--- src/rtl/wishbone_arbiter2.sv ---
// wishbone_arbiter2: two-requester round-robin Wishbone arbiter that holds a grant for a whole bus cycle.
// Define WB_ARB_TIMEOUT_EN to compile in the ack watchdog (counter, TOUT state, timeout_err).
module wishbone_arbiter2 #(
    parameter int TIMEOUT_CYCLES = 256,
    parameter int CNT_W          = $clog2(TIMEOUT_CYCLES)
) (
    input  logic clk,
    input  logic rst_n,
    input  logic cyc_0,
    input  logic cyc_1,
    input  logic stb_0,
    input  logic stb_1,
    input  logic ack,
    output logic slave_select,
    output logic gnt_0,
    output logic gnt_1,
    output logic busy,
    output logic timeout_err
);

`ifdef WB_ARB_TIMEOUT_EN
    typedef enum logic [1:0] {IDLE = 2'd0, OWN0 = 2'd1, OWN1 = 2'd2, TOUT = 2'd3} state_t;
`else
    typedef enum logic [1:0] {IDLE = 2'd0, OWN0 = 2'd1, OWN1 = 2'd2} state_t;
`endif

    state_t state_q, state_d;
    logic   sel_q, sel_d;
    logic   last_q, last_d;
    logic   abort;

`ifdef WB_ARB_TIMEOUT_EN
    localparam logic [CNT_W-1:0] CNT_MAX = CNT_W'(TIMEOUT_CYCLES - 1);

    logic [CNT_W-1:0] cnt_q, cnt_d;
    logic             err_q;
    logic             waiting;

    // The owner has a strobe outstanding and the slave has not answered this cycle.
    assign waiting = (((state_q == OWN0) && stb_0) || ((state_q == OWN1) && stb_1)) && !ack;
    assign abort   = waiting && (cnt_q == CNT_MAX);

    always_comb begin
        cnt_d = '0;
        if (waiting && (state_d == state_q)) begin
            cnt_d = (cnt_q == CNT_MAX) ? cnt_q : cnt_q + 1'b1;
        end
    end

    always_ff @(posedge clk or negedge rst_n) begin
        if (!rst_n) begin
            cnt_q <= '0;
            err_q <= 1'b0;
        end else begin
            cnt_q <= cnt_d;
            err_q <= abort;
        end
    end

    assign timeout_err = err_q;
`else
    logic unused_inputs;

    assign abort         = 1'b0;
    assign timeout_err   = 1'b0;
    assign unused_inputs = ^{stb_0, stb_1, ack, TIMEOUT_CYCLES == 0, CNT_W == 0};
`endif

    always_comb begin
        state_d = state_q;
        sel_d   = sel_q;
        last_d  = last_q;
        case (state_q)
            IDLE: begin
                // On a tie the requester that did not own the bus last wins.
                if (cyc_0 && (!cyc_1 || last_q)) begin
                    state_d = OWN0;
                end else if (cyc_1) begin
                    state_d = OWN1;
                end
            end
            OWN0: if (!cyc_0) state_d = cyc_1 ? OWN1 : IDLE;
            OWN1: if (!cyc_1) state_d = cyc_0 ? OWN0 : IDLE;
`ifdef WB_ARB_TIMEOUT_EN
            TOUT: if (!(last_q ? cyc_1 : cyc_0)) state_d = IDLE;
`endif
            default: state_d = IDLE;
        endcase

`ifdef WB_ARB_TIMEOUT_EN
        if (abort) begin
            state_d = TOUT;
            last_d  = (state_q == OWN1);
        end
`endif

        if (state_d == OWN0) begin
            sel_d  = 1'b0;
            last_d = 1'b0;
        end else if (state_d == OWN1) begin
            sel_d  = 1'b1;
            last_d = 1'b1;
        end
    end

    always_ff @(posedge clk or negedge rst_n) begin
        if (!rst_n) begin
            state_q <= IDLE;
            sel_q   <= 1'b0;
            last_q  <= 1'b1;
        end else begin
            state_q <= state_d;
            sel_q   <= sel_d;
            last_q  <= last_d;
        end
    end

    assign gnt_0        = (state_q == OWN0);
    assign gnt_1        = (state_q == OWN1);
    assign busy         = gnt_0 | gnt_1;
    assign slave_select = sel_q;

endmodule

--- config.mk ---
export PLATFORM = sky130hd
export DESIGN_NAME = wishbone_arbiter2
export DESIGN_NICKNAME = d
export VERILOG_FILES = /design/src/rtl/wishbone_arbiter2.sv
export SDC_FILE = /design/constraint.sdc
export NUM_CORES = 1
export LEC_CHECK = 0
export BUFFER_PORTS_ARGS = -buffer_cell sky130_fd_sc_hd__buf_4
export CAP_MARGIN = 20
export CORE_AREA = 2 2 39 41
export CTS_CLUSTER_DIAMETER = 120
export DETAILED_ROUTE_END_ITERATION = 8
export DIE_AREA = 0 0 41 43
export PLACE_DENSITY_LB_ADDON = 0.2
export SLEW_MARGIN = 5
export SYNTH_ARGS = -nofsm -noshare
export SYNTH_HDL_FRONTEND = slang
export SYNTH_SLANG_ARGS = --single-unit
--- constraint.sdc ---
create_clock -name clk -period 1.95 [get_ports clk]
set_clock_uncertainty 0.05 [all_clocks]
set_input_delay 0.39 -clock clk [delete_from_list [all_inputs] [get_ports clk]]
set_output_delay 0.39 -clock clk [all_outputs]
set_load 0.05 [all_outputs]
* After elaboration in Yosys (flattened, before gate mapping)
Cells that the tools add are included.
** Operators by class
- Equality and inequality tests :: 4
- Muxes and demuxes :: 9
- Bitwise logic cells :: 1
- Reductions and logical operators :: 5
** Operator list (number)
- $mux 2 :: 5
- $pmux 2 s3 :: 1
- $eq 2x1->1 const B :: 2
- $eq 2x2->1 const B :: 2
- $mux 1 :: 3
- $logic_not 2->1 :: 1
- $reduce_bool 2->1 :: 1
- $logic_and 1x1->1 :: 1
- $logic_not 1->1 :: 1
- $logic_or 1x1->1 :: 1
- $or 1x1->1 :: 1
** Storage, ports and cells
- Bits in registers :: 4
- Bits of input ports :: 7
- Output and inout port bits :: 5
- Word-level logic and storage cells :: 22

* Longest topological paths before layout
Gate-level depths: netlist of run 1.
- Word-level depth :: 8
- Gate-level depth with buffers :: 8
- Depth with buffers taken out :: 8

* Least setup slack after synthesis of run 1
No wires, ideal clock.
- Path type :: reg2reg
- Start :: reg state_q[0]
- End :: reg sel_q, in the netlist slave_select
- Setup time :: 0.127 ns
- Arrival time :: 1.880 ns
- Required time :: 1.773 ns
- Path slack :: -0.106 ns
- Cell stages (with the launch flop) :: 9
- Buffers on the path :: 0
- Period minus slack after synthesis :: 2.056 ns
- Cells stage by stage :: dfrtp_1 > inv_1 > ha_1 > a22oi_1 > a21oi_1 > a22o_1 > ha_1 > nand2_1 > o21ai_0
** On the way
- Elaborated cells between the ends (all ways) :: 12
- Classes of those cells :: eq/ne (4); mux (6); reduce/logical (2)
** RTL lines
- from (decl) :: RTL line 27 : state_t state_q, state_d;
- from (signal assigned) :: RTL line 112 : state_q <= state_d;
- $eq 2x2->1 *
- named net gnt_1 :: RTL line 16 : output logic gnt_1,
- $pmux 2 s3 * :: RTL line 73 : case (state_q)
- named net state_d[0] :: RTL line 27
- $eq 2x1->1 or $eq 2x2->1 (tied branches) :: RTL line 97, 100
- $mux 1 or $reduce_bool 2->1 (tied branches)
- to (signal assigned) :: RTL line 113 : sel_q <= sel_d;
- to (decl) :: RTL line 28 : logic sel_q, sel_d;
Mark *: on every way through the listed nets, which the timed path passes. The rest lies on a longest branch.
A chain may end at the register's enable or synchronous reset.

* Worst setup path after layout of run 1
- Start :: reg state_q[0]
- End :: reg sel_q, in the netlist slave_select
** On the way
- Cells in the longest elaborated chain, start to end :: 5
- Elaborated cells between the ends (all ways) :: 12
- Classes of those cells :: eq/ne (4); mux (6); reduce/logical (2)
** Ends and longest elaborated chain
- $mux 2 :: RTL line 78 : end else if (cyc_1) begin
- $mux 2 :: RTL line 76 : if (cyc_0 && (!cyc_1 || last_q)) begin
- $pmux 2 s3 * :: RTL line 73
- $eq 2x1->1 or $eq 2x2->1 (tied branches) :: RTL line 97, 100
- $mux 1 or $reduce_bool 2->1 (tied branches)
Mark *: on every way between the ends. The rest lies on a longest branch, timed or not.

==> impl_metrics.tcl, run 1 <==
set metrics [dict create \
    post-route-period-util 0.963 \
    io_buffer_count 7 \
    track_usage 0.0817 \
    fp.dieH_um 43 \
    antenna_cells 0 \
    rows 14 \
    drc 0 \
    fin_nets 59 \
    final_util 0.352 \
    ff2ff_setup_slack_ns 0.07 \
    num-fill-cells 160 \
    start_util 0.222 \
    synthCells 32 \
    drv_slew 0 \
    final_common_cell "buf_4" \
    cts.htree.levels 1 \
    cp.required_ns 2.01 \
    yosys-top-cells-area "dfrtp_1, ha_1, dfstp_2" \
    hp-class "in -> reg" \
    viasPerCell 4.65 \
    grt_start_max_net_pins 7 \
    fmax_ghz 0.533 \
    syn_area_per_cell_um2 9.58 \
    min_period_ns 1.88 \
    yosys_warnings 0 \
    cp-end-kind "flop" \
    gp_congestion 0.756 \
    cts_buffer_depth 2 \
    status "finished clean" \
    reg2reg_depth 8 \
    coreArea_mm2 0.00138 \
    layout_setup_ws_ns 0.0727 \
    grt_pass1_wl_um 938 \
    dp.cells 54 \
    crit_type "reg -> reg" \
    cp.arrival_ns 1.93 \
    worstReg2RegStart "state_q[0]$_DFF_PN0_" \
    finalSetupViolations 0 \
    antenna_found_initial 0 \
    firstDrtPassIters 2 \
    cts.sink_count 4 \
    wl_um 708 \
    rr_endpoint "slave_select$_DFFE_PN0P_" \
    max_cap_violations 0 \
    wire_per_inst_um 11.4 \
    hpwlAfterDp_um 480 \
    clk_latency_ns 0.23 \
    grt_pass1_vias 245 \
    area_growth_pct 58.8 \
    cts_made_buffers 3 \
    cts_tree "yes" \
    worstSetupEndpoint "slave_select$_DFFE_PN0P_" \
    synth_nets 44 \
    hold_violations 0 \
    ant_nets 0 \
    final_cell_count_no_fill 62 \
    root_buffer "clkbuf_4" \
    synth_area_um2 307 \
    yosys.area.top_type "dfrtp_1" \
    rsz0062_at_grt "yes" \
    vias 288 \
    startpoint_type "flop" \
    ys_ff_latch 4 \
    fin_setup_tns_ns 0 \
    die_area_mm2 0.00176 \
    grt_overflow_total 0 \
    final_layout_size_suffix_gt1_frac 0.522 \
    die_x_um 41 \
    place_ws_ns 0.00232 \
    crit_fanout 4 \
    startpoint "state_q[0]$_DFF_PN0_" \
    clk_pin_slew_worst_paths_ns 0.04 \
    final_cell_mix "buf_4, nand2_1, ha_2, clkbuf_4" \
    synth_cell_types 20 \
    drtIter0Drc 1 \
    ys_seq_area_frac 0.331 \
    ios 12 \
    yosys.area.top_type_share 0.245 \
]
[area by class of cell]
class                           instances  area, µm²  share of cell area
Timing Repair Buffer                   11       85.1               0.175
Multi-Input combinational cell         24        241               0.496
Tap cell                               16       20.0              0.0411
Sequential cell                         4        103               0.211
Inverter                                3       11.3              0.0231
Clock buffer                            4       26.3              0.0540
[cell usage after synthesis]
master     instances
nand4bb_1          1
a22oi_1            1
nor3_1             1
conb_1             1
nand2_1            3
inv_2              1
a21oi_1            1
o21ai_0            2
ha_1               5
a221o_1            1
nand2b_1           2
a22o_1             1
buf_4              1
dfstp_2            1
a31oi_1            1
nor2_1             2
dfrtp_1            3
a221oi_1           1
o41ai_2            1
inv_1              2
[metal layers]
layer  track usage  part of all wire
met1        0.0945              0.38
met4        0.0800                 0
met3        0.0157             0.047
met5             0                 0
met2         0.116              0.57
[metrics by stage]
step                      area [µm²]  hold slack, ns
after detailed placement         377           0.137
final                            487           0.419
after floorplan                  312          0.0444
after CTS                        415           0.387
after global placement           377           0.136
after global routing             487           0.412
[state kept, by name, indices dropped and copies added, names as in the netlist]
register and count:
last_q 1, state_q 2, slave_select 1
[critical path: stages, from the launching register on]
cell,delay [ns]
dfrtp_1,0.40
buf_4,0.15
ha_2,0.19
a22oi_2,0.19
nor2_1,0.09
a221oi_2,0.30
ha_4,0.26
nand2_1,0.05
o21ai_0,0.07
[worst min-delay path by stage]
stage,startpoint,to,cells past startpoint
floorplan,rst_n,slave_select$_DFFE_PN0P_,0
global placement,rst_n,state_q[0]$_DFF_PN0_,1
detailed placement,rst_n,state_q[1]$_DFF_PN0_,1
CTS,cyc_1,state_q[1]$_DFF_PN0_,2
global route,cyc_1,state_q[1]$_DFF_PN0_,2
finish,cyc_1,state_q[1]$_DFF_PN0_,2
[logic make-up (layout without fill, tap and decap cells)]
family,count (synthesis),after routing,share of synthesized area
AO/OA/AOI/OAI,9,9,0.237
adder cells (fa/ha/maj),5,5,0.204
buffers and inverters,4,18,0.0612
flip-flops,4,4,0.331
other,1,1,0.0122
AND/OR/NAND/NOR,9,9,0.155
[repair_timing]
| item | in CTS | in global routing |
|---|---|---|
| gates resized for setup | 1 | 7 |
| endpoints found under the hold margin | 3 | 0 |
| hold buffers | 1 | 0 |
| setup endpoints to repair | 1 | 2 |
| pin swaps | 0 | 1 |
| cloned | 0 | 0 |
| buffers inserted | 0 | 3 |
Power of run 1 is left out: the tool's default activity adds up to more than one toggle a clock period on the data nets, which glitch-free logic cannot reach.
==> run 2: changes to the inputs <==
--- a/config.mk
+++ b/config.mk
@@ -12,6 +12,7 @@
 export DETAILED_ROUTE_END_ITERATION = 8
 export DIE_AREA = 0 0 41 43
 export PLACE_DENSITY_LB_ADDON = 0.2
+export RECOVER_POWER = 50
 export SLEW_MARGIN = 5
 export SYNTH_ARGS = -nofsm -noshare
 export SYNTH_HDL_FRONTEND = slang
==> impl_metrics.tcl, run 2 (synthesis gave the netlist of run 1 again) <==
set metrics [dict create \
    crit_type "reg -> reg" \
    slowest_stage "dfrtp_1" \
    gp_congestion 0.756 \
    ios 12 \
    worstReg2RegStart "state_q[0]$_DFF_PN0_" \
    rows 14 \
    track_usage 0.0817 \
    drv_slew 0 \
    post-route-period-util 0.963 \
    area_growth_pct 56.3 \
    grt_pass1_wl_um 938 \
    viasPerCell 4.65 \
    root_buffer "clkbuf_4" \
    cts_made_buffers 3 \
    cpPeakStageDelay_ns 0.40 \
    start_util 0.222 \
    cp-end-kind "flop" \
    io_buffer_count 7 \
    cp.arrival_ns 1.93 \
    coreArea_mm2 0.00138 \
    cts.sink_count 4 \
    grt_overflow_total 0 \
    max_cap_violations 0 \
    die_x_um 41 \
    fin_setup_tns_ns 0 \
    min_period_ns 1.88 \
    hp-class "in -> reg" \
    hpwlAfterDp_um 480 \
    cts.htree.levels 1 \
    min_from "cyc_1" \
    clk_latency_ns 0.23 \
    final_util 0.346 \
    drc 0 \
    final_layout_size_suffix_gt1_frac 0.478 \
    antenna_cells 0 \
    rsz0062_at_grt "yes" \
    vias 288 \
    fin_area_um2 479 \
    fp.dieH_um 43 \
    firstDrtPassIters 2 \
    largest_reg_flops 2 \
    wire_per_inst_um 11.5 \
    maxSlewHeadroom 0.607 \
    crit_path_cell_trace "buf_4, ha_2, a22oi_2, nor2_1, a221oi_2, ha_4, nand2_1, o21ai_0" \
    startpoint "state_q[0]$_DFF_PN0_" \
    fin_nets 59 \
    drtIter0Drc 1 \
    ant_nets 0 \
    tightest_slew_ns 0.592 \
    holdWs_ns 0.419 \
    cts_tree "yes" \
    startpoint_type "flop" \
    clk_pin_slew_worst_paths_ns 0.04 \
    crit_fanout 4 \
    wl_um 711 \
    status "finished clean" \
    grt_start_max_net_pins 7 \
    largest_register "state_q" \
    placed_area_um2 377 \
    final_cell_mix "buf_4, nand2_1, ha_2, clkbuf_4, clkbuf_1" \
    antenna_found_initial 0 \
    die_area_mm2 0.00176 \
    grt_pass1_vias 245 \
    finalSetupViolations 0 \
    cp.required_ns 2.01 \
    fmax_ghz 0.533 \
    cts_buffer_depth 2 \
    num-fill-cells 159 \
    hold_violations 0 \
    final_common_cell "buf_4" \
]
==> run 2: cell count changes in the layout (fill, tap and decap cells not counted), sizes merged <==
| cell | before | now |
|---|---|---|
| clkbuf | 4 | 6 |
| buf | 10 | 8 |
==> run 2: per-stage QoR <==
| step | setup WS, ns | cells |
|---|---|---|
| finish | 0.0727 | 62 |
| global route | -0.0614 | 62 |
| CTS | 0.00472 | 59 |
| detailed placement | 0.00232 | 54 |
| global placement | 0.0371 | 54 |
| floorplan | 0.0349 | 32 |
==> run 2: metal layers <==
metal	vias up	track usage	routed length, µm
met1	138	0.0945	270
li1	143	-	-
met4	0	0.0800	0
met2	7	0.116	406
met3	0	0.0157	33
met5	-	0	0
==> run 2: repair_timing <==
item | in CTS | in global routing
hold buffers | 1 | 0
pin swaps | 0 | 1
setup endpoints to repair | 1 | 2
endpoints found under the hold margin | 3 | 0
buffers inserted | 0 | 3
resized for setup | 1 | 7
gates cloned | 0 | 0
==> run 2: area by class of cell <==
cell class | count | area (µm²) | share of cell area
Multi-Input combinational cell | 24 | 241 | 0.504
Tap cell | 16 | 20.0 | 0.0418
Timing Repair Buffer | 11 | 77.6 | 0.162
Sequential cell | 4 | 103 | 0.214
Inverter | 3 | 11.3 | 0.0235
Clock buffer | 4 | 26.3 | 0.0548
==> run 2: worst paths after layout <==
kind	end	slack [ns]	cells past startpoint
min in group asynchronous	state_q[0]$_DFF_PN0_	0.46	2
min reg2reg	slave_select$_DFFE_PN0P_	0.42	2
min	state_q[1]$_DFF_PN0_	0.42	2
max reg2reg	slave_select$_DFFE_PN0P_	0.07	8
max	slave_select$_DFFE_PN0P_	0.07	8
max in group asynchronous	last_q$_DFFE_PN1P_	1.14	2
==> run 2: worst max-delay path: cells and delay by family, from the launching register on <==
family / cells / cell delay [ns]
compound gates: 3 / 0.56
fa+ha+maj: 2 / 0.45
buf+inv: 1 / 0.15
flops: 1 / 0.40
simple gates: 2 / 0.14
Power of run 2 is left out for the same reason.
